--- src/rtl/fetch_unit_pkg.sv ---
// Shared constants and types for the instruction-fetch slice.
package fetch_unit_pkg;

  localparam int PC_WIDTH = 12;
  localparam logic [PC_WIDTH-1:0] RESET_VECTOR = 12'h000;
  localparam int INSN_WIDTH = 32;
  localparam int PC_STEP = 4;

  typedef struct packed {
    logic [PC_WIDTH-1:0]   pc;
    logic [INSN_WIDTH-1:0] insn;
  } fetch_entry_t;

endpackage

--- src/rtl/fetch_unit_buffer.sv ---
// Two-entry instruction FIFO; entry 0 is always the head so the outputs come straight from flops.
module fetch_buffer
  import fetch_unit_pkg::*;
#(
  parameter int PC_W = 12
) (
  input  logic                  clk,
  input  logic                  rst_n,
  input  logic                  push_i,
  input  logic                  pop_i,
  input  logic                  flush_i,
  input  logic [PC_W-1:0]       push_pc_i,
  input  logic [INSN_WIDTH-1:0] push_insn_i,
  output logic [1:0]            count_o,
  output logic [PC_W-1:0]       head_pc_o,
  output logic [INSN_WIDTH-1:0] head_insn_o
);

  logic [PC_W-1:0]       pc0_q, pc1_q;
  logic [INSN_WIDTH-1:0] insn0_q, insn1_q;
  logic [1:0]            count_q;

  // Storage and occupancy; flush wins over any push, a pop shifts entry 1 forward.
  always_ff @(posedge clk or negedge rst_n) begin
    if (!rst_n) begin
      pc0_q   <= '0;
      pc1_q   <= '0;
      insn0_q <= '0;
      insn1_q <= '0;
      count_q <= 2'd0;
    end else if (flush_i) begin
      count_q <= 2'd0;
    end else begin
      case ({push_i, pop_i})
        2'b10: begin
          if (count_q == 2'd0) begin
            pc0_q   <= push_pc_i;
            insn0_q <= push_insn_i;
          end else begin
            pc1_q   <= push_pc_i;
            insn1_q <= push_insn_i;
          end
          count_q <= count_q + 2'd1;
        end
        2'b01: begin
          pc0_q   <= pc1_q;
          insn0_q <= insn1_q;
          count_q <= count_q - 2'd1;
        end
        2'b11: begin
          if (count_q == 2'd2) begin
            pc0_q   <= pc1_q;
            insn0_q <= insn1_q;
            pc1_q   <= push_pc_i;
            insn1_q <= push_insn_i;
          end else begin
            pc0_q   <= push_pc_i;
            insn0_q <= push_insn_i;
          end
        end
        default: begin
          count_q <= count_q;
        end
      endcase
    end
  end

  assign count_o     = count_q;
  assign head_pc_o   = pc0_q;
  assign head_insn_o = insn0_q;

endmodule

--- src/rtl/fetch_unit.sv ---
// Instruction-fetch initiator: issues ROM reads, tracks the one-cycle return and buffers words for decode.
module fetch_unit #(
  parameter int PC_WIDTH = fetch_unit_pkg::PC_WIDTH,
  parameter logic [PC_WIDTH-1:0] RESET_VECTOR = fetch_unit_pkg::RESET_VECTOR
) (
  input  logic                                clk,
  input  logic                                reset,
  input  logic                                fetch_enable,
  output logic [PC_WIDTH-1:0]                 rom_address,
  input  logic [fetch_unit_pkg::INSN_WIDTH-1:0] rom_data,
  input  logic                                redirect_valid,
  input  logic [PC_WIDTH-1:0]                 redirect_pc,
  output logic                                insn_valid,
  input  logic                                insn_ready,
  output logic [fetch_unit_pkg::INSN_WIDTH-1:0] insn_data,
  output logic [PC_WIDTH-1:0]                 insn_pc
);
  import fetch_unit_pkg::INSN_WIDTH;
  import fetch_unit_pkg::PC_STEP;

  logic [PC_WIDTH-1:0] fetch_pc_q, fetch_pc_d;
  logic [PC_WIDTH-1:0] inflight_pc_q, inflight_pc_d;
  logic                inflight_q, inflight_d;
  logic [1:0]          count_s;
  logic [2:0]          occupancy_s;
  logic                pop_s, issue_s, push_s;

  // Slots already committed must stay below the FIFO depth so every in-flight word has a home.
  always_comb begin
    pop_s       = insn_valid & insn_ready;
    occupancy_s = {1'b0, count_s} + {2'b00, inflight_q} - {2'b00, pop_s};
    issue_s     = fetch_enable & ~redirect_valid & (occupancy_s < 3'd2);
    push_s      = inflight_q & ~redirect_valid;
  end

  // Next fetch PC and in-flight tracking; a redirect discards whatever the ROM returns next.
  always_comb begin
    fetch_pc_d    = fetch_pc_q;
    inflight_d    = inflight_q;
    inflight_pc_d = inflight_pc_q;
    if (redirect_valid) begin
      fetch_pc_d = {redirect_pc[PC_WIDTH-1:2], 2'b00};
      inflight_d = 1'b0;
    end else if (issue_s) begin
      fetch_pc_d    = fetch_pc_q + PC_WIDTH'(PC_STEP);
      inflight_d    = 1'b1;
      inflight_pc_d = fetch_pc_q;
    end else begin
      inflight_d = 1'b0;
    end
  end

  // Control state registers.
  always_ff @(posedge clk or negedge reset) begin
    if (!reset) begin
      fetch_pc_q    <= RESET_VECTOR;
      inflight_q    <= 1'b0;
      inflight_pc_q <= '0;
    end else begin
      fetch_pc_q    <= fetch_pc_d;
      inflight_q    <= inflight_d;
      inflight_pc_q <= inflight_pc_d;
    end
  end

  fetch_buffer #(
    .PC_W(PC_WIDTH)
  ) u_buffer (
    .clk        (clk),
    .rst_n      (reset),
    .push_i     (push_s),
    .pop_i      (pop_s),
    .flush_i    (redirect_valid),
    .push_pc_i  (inflight_pc_q),
    .push_insn_i(rom_data),
    .count_o    (count_s),
    .head_pc_o  (insn_pc),
    .head_insn_o(insn_data)
  );

  assign rom_address = fetch_pc_q;
  assign insn_valid  = (count_s != 2'd0);

endmodule
--- config.mk ---
export PLATFORM = sky130hd
export DESIGN_NAME = fetch_unit
export DESIGN_NICKNAME = d
export VERILOG_FILES = /design/src/rtl/fetch_unit_pkg.sv /design/src/rtl/fetch_unit_buffer.sv /design/src/rtl/fetch_unit.sv
export SDC_FILE = /design/constraint.sdc
export NUM_CORES = 1
export LEC_CHECK = 0
export ABC_AREA = 1
export ABC_CLOCK_PERIOD_IN_PS = 2590
export CAP_MARGIN = 40
export CORE_UTILIZATION = 47
export CTS_BUF_LIST = sky130_fd_sc_hd__clkbuf_16
export CTS_CLUSTER_DIAMETER = 30
export DETAILED_ROUTE_END_ITERATION = 12
export GPL_TIMING_DRIVEN = 0
export PLACE_DENSITY_LB_ADDON = 0.12
export SYNTH_ARGS = -nofsm -noshare
export SYNTH_HDL_FRONTEND = slang
export SYNTH_HIERARCHICAL = 1
export SYNTH_SLANG_ARGS = --single-unit
--- constraint.sdc ---
create_clock -name clk -period 2.59 [get_ports clk]
set_input_delay 0.259 -clock clk [delete_from_list [all_inputs] [get_ports clk]]
set_output_delay 0.259 -clock clk [all_outputs]
set_load 0.05 [all_outputs]
Word-level counts from Yosys, hierarchy flattened. Cells that the tools add are included.

Bits in registers: 115. Bits of input ports: 49. Output and inout port bits: 57.

$add $sub $neg: 5. Order comparisons: 1. Equality and inequality tests: 7. Mux-type cells: 18. Bitwise operators: 5. Reduce and logical (&&, ||, !) cells: 9.

Operator list (count): $mux W32 (4); $pmux W32 S3 (1); $mux W12 (6); $pmux W32 S2 (1); $pmux W12 S3 (1); $pmux W12 S2 (1); $add A12 B3 Y12 const B (1); $eq A2 B2 Y1 const B (3); $reduce_bool A2 Y1 (3); $reduce_bool A3 Y1 (2); $and A1 B1 Y1 (4); $ne A2 B1 Y1 const B (2); $pmux W2 S2 (1); $reduce_and A4 Y1 (1); $add A2 B1 Y3 (1); $lt A3 B2 Y1 const B (1); $reduce_and A3 Y1 (1); $sub A3 B1 Y3 (1); $add A2 B1 Y2 const B (1); $eq A2 B1 Y1 const B (1); $logic_not A2 Y1 (1); $mux W1 (2); $mux W2 (1); $ne A2 B2 Y1 const B (1); 3 further kinds (3).

Depth between registers and ports, before layout.
Word-level depth: 7. Mapped depth: 12. Depth with buffers taken out: 12.

Hierarchy. Netlist, hierarchy kept.

Modules (own cells, without submodules): fetch_buffer (instances 1, cells an instance 546, area an instance 4261.6 um2, seq. area each 2252.2 um2); fetch_unit (instances 1, cells an instance 161, area an instance 1203.7 um2, seq. area each 525.5 um2).

Worst setup path before layout. OpenSTA, ideal clock, no wires.

Kind: register -> register. Start point: reg u_buffer.count_q[1] (netlist: u_buffer/count_o[1]). End point: reg fetch_pc_q[8] (netlist: rom_address[8]). Setup time: 0.126 ns. Arrival time: 2.330 ns. Path slack: 0.134 ns. Stages on the path, launching flop included: 11. Period minus slack after synthesis: 2.456 ns. Path through: dfrtp_1 -> o21a_1 -> ha_1 -> or2_2 -> fa_1 -> nand2_1 -> nor2_1 -> nand2_2 -> buf_4 -> nand3_1 -> nand3_1.

Longest elaborated chain between the ends: 6. Elaborated cells between the ends (all ways): 7. Classes of those cells: add/sub (2); order compare (1); bitwise (2); reduce/logical (2).

RTL lines: start, declared (line fetch_unit_buffer.sv:21) `logic [1:0] count_q;`; start signal, assigned (line fetch_unit_buffer.sv:43) `count_q <= count_q + 2'd1;`; start signal, assigned (line fetch_unit_buffer.sv:48) `count_q <= count_q - 2'd1;`; start signal, assigned (line fetch_unit_buffer.sv:62) `count_q <= count_q;`; $reduce_bool A2 Y1 (line fetch_unit.sv:82) `assign insn_valid = (count_s != 2'd0);`; $and A1 B1 Y1 (line fetch_unit.sv:30) `pop_s = insn_valid & insn_ready;`; net pop_s (line fetch_unit.sv:26) `logic pop_s, issue_s, push_s;`; $sub A3 B1 Y3 (line fetch_unit.sv:31) `occupancy_s = {1'b0, count_s} + {2'b00, inflight_q} - {2'b00, pop_s};`; $lt A3 B2 Y1 (line fetch_unit.sv:32) `issue_s = fetch_enable & ~redirect_valid & (occupancy_s < 3'd2);`; $and A1 B1 Y1 (line fetch_unit.sv:32); $reduce_bool A2 Y1 (no source line); end signal, assigned (line fetch_unit.sv:60) `fetch_pc_q <= fetch_pc_d;`; end, declared (line fetch_unit.sv:21) `logic [PC_WIDTH-1:0] fetch_pc_q, fetch_pc_d;`.

The timed path passes the listed nets, and every way through them passes these cells. A chain may end at the register's enable or synchronous reset.

Worst setup path after layout. Same ends and word-level chain as after synthesis.

==> metrics.txt <==
largest net degree at the start of global routing 67; most frequent CP cell nand3_1; Setup crit start kind flop; GRT Util Overall 0.241; synthesized cell area 5470 sq um; most common cell after layout, fill and taps aside nand2_1; final setup vio count 0; unrepaired setup endpoints after global routing yes; 1st-pass router iterations 6; setup tns final 0 ns; R2R setup slack 0.13 ns; vias post-DR 5030; min-delay worst type in -> reg; Final Max Tran Viols 0; Ports 106; register area share after synthesis 0.508; Max VDD drop 0.000892 V; DP HPWL 9.55 mm; die area 12100 sq um; routed wire length 13.6 mm; vias in the first global route 4726; WHS 0.458 ns; # nets final 880; Synth Instances 707; DRC viols 0; drt first-iter violations 324; Pleak 3.52 nW; reg2reg start u_buffer/count_o[1]; CP peak stage delay 0.52 ns; final worst-path cycle share 0.949; CTS clk-pin slew, worst paths 0.07 ns; minimum clock period 2.46 ns; CP Capture Type flop; CP Capture Point rom_address[8]; arrival time of the worst setup path 2.68 ns; Die Width 110 um; clock sink count 111; Vias per Instance 5.16; initial antenna violation count 0; Routed wire per std cell 14.0 um; Worst path slowest cell fa_1; WP data required 2.81 ns; CP cell instances o21a_4 -> ha_1 -> or2_2 -> fa_1 -> nand2_1 -> nor2_2 -> nand2_2 -> buf_6 -> nand3_1 -> nand3_1; critical path peak fanout 10; std cell rows 39; Initial Util 0.481; FF-to-FF path depth 10; Vert. Die Dim 110 um; CP startpoint u_buffer/count_o[1]; Rel. slew slack 0.571; Setup WS post-layout 0.131 ns; slew at the pin closest to its max-slew limit 0.643 ns; TritonCTS clock tree yes; RR Endpoint rom_address[8]; synth warn 6; maximum clock rate 407 MHz; IO buf count 101; Max clock buf depth 2; Num CTS Buffers 9; DP Worst Slack -0.267 ns; clk root buf clkbuf_16; routability cong. 0.828; Syn-to-layout area delta 28.6%; run status complete, no violations; MaxCap Viol Count 0; global-route wire length before repair 22.6 mm; Layout Skew 0.00683 ns; Storage cell area 2780 sq um; clk_lat worst skew 0.34 ns; most frequent cells in the layout 203 x nand2_1, 156 x nand3_1, 110 x dfrtp_1; diode count 0; footprint of the multi-input gates 2090 sq um; # fillers 1051; Final ANT Viol Nets 0; grt total ovfl 0; final hold viol count 0; WS Path Type reg -> reg; PwrDens 1240 nW/um^2; Std-Cell Core Area 11400 sq um; FF+latch count, synth 111; Mean Syn Cell Area 7.73 sq um; Distinct cells, synth 24; CTS H-Tree Depth 3; layout cells sized above 1 0.0758
-- what timing repair did --
action	in CTS	in global routing
endpoints found under the hold margin	45	0
gates resized for setup	2	9
pin swaps	0	1
hold buffers	1	0
buffers inserted	2	2
endpoints found under the setup margin	19	17
-- worst min-delay path by stage --
stage          cells past startpoint                start                       to  slack (ns)
2_1_floorplan                      0                reset        inflight_pc_q[10]       -0.04
3_3_place_gp                       2  u_buffer/insn1_q[0]      u_buffer/insn1_q[0]        0.47
3_5_place_dp                       1                reset  u_buffer/head_insn_o[4]        0.33
4_1_cts                            3       redirect_pc[2]           rom_address[2]        0.46
5_1_grt                            3       redirect_pc[2]           rom_address[2]        0.49
6_report                           3       redirect_pc[2]           rom_address[2]        0.46
-- per-stage QoR --
step / power [mW] / instance area [sq um] / instances / util
2_1_floorplan: 5.95 / 5480 / 710 / -
3_3_place_gp: 7.22 / 6670 / 954 / 0.586
3_5_place_dp: 7.34 / 6690 / 955 / 0.589
4_1_cts: 8.72 / 7000 / 972 / 0.615
5_1_grt: 9.33 / 7030 / 974 / 0.618
6_report: 8.72 / 7030 / 974 / 0.618
-- cell usage after synthesis --
library cell | instances | area (sq um)
buf_2 | 11 | 55.1
buf_4 | 8 | 60.1
inv_2 | 2 | 7.51
inv_1 | 105 | 394
inv_4 | 1 | 6.26
buf_6 | 3 | 33.8
o21ai_0 | 35 | 175
nand2_2 | 4 | 25.0
ha_1 | 2 | 25.0
fa_1 | 1 | 20.0
or2_2 | 1 | 6.26
o21a_1 | 1 | 7.51
nor2_1 | 13 | 48.8
dfrtp_1 | 111 | 2780
clkbuf_1 | 15 | 56.3
nor2_2 | 1 | 6.26
nand3_1 | 156 | 781
conb_1 | 1 | 3.75
o21ai_1 | 19 | 95.1
nand4_1 | 1 | 6.26
nand2_1 | 203 | 762
nor2_4 | 1 | 11.3
nand3_2 | 9 | 90.1
buf_1 | 3 | 11.3
-- per-layer routing --
layer | track usage | wire [um] | vias up
li1 | - | - | 2453
met1 | 0.335 | 6260 | 2420
met2 | 0.395 | 6540 | 144
met3 | 0.0285 | 650 | 13
met4 | 0.0686 | 163 | 0
met5 | 0 | 0 | -
-- flip-flops by register name, indices dropped and copies added, names as in the netlist --
signal,count
u_buffer/count_o,2
u_buffer/head_pc_o,12
inflight_pc_q,10
inflight_q,1
u_buffer/head_insn_o,32
rom_address,10
u_buffer/insn1_q,32
u_buffer/pc1_q,12
-- power by group --
part	total [mW]	internal [mW]	switching [mW]
Combinational	4.40	1.52	2.88
Sequential	2.98	2.50	0.479
Clock	1.33	0.733	0.600
-- area by class of cell --
type	count	area share
Sequential cell	111	0.395
Multi-Input combinational cell	451	0.297
Timing Repair Buffer	107	0.153
Inverter	108	0.0580
Clock buffer	9	0.0320
Buffer	40	0.0317
Tap cell	143	0.0255
Clock inverter	5	0.00730
-- worst max-delay path: cells and delay by family (launching register included) --
kind | cells | cell delay (ns)
adders and majority gates | 2 | 0.79
and+or+nand+nor | 6 | 0.72
DFF | 1 | 0.43
AOI/OAI and AO/OA | 1 | 0.23
buffers and inverters | 1 | 0.16
-- kinds of logic (layout without fill, tap and decap cells) --
logic type | Yosys count | in the layout | synth area share
and+or+nand+nor | 389 | 389 | 0.318
adders and majority gates | 3 | 3 | 0.00824
buffers and inverters | 148 | 269 | 0.114
DFF | 111 | 111 | 0.508
other | 1 | 4 | 0.000686
AOI/OAI and AO/OA | 55 | 55 | 0.0508
No activity file was read; power rests on OpenSTA's default activity.
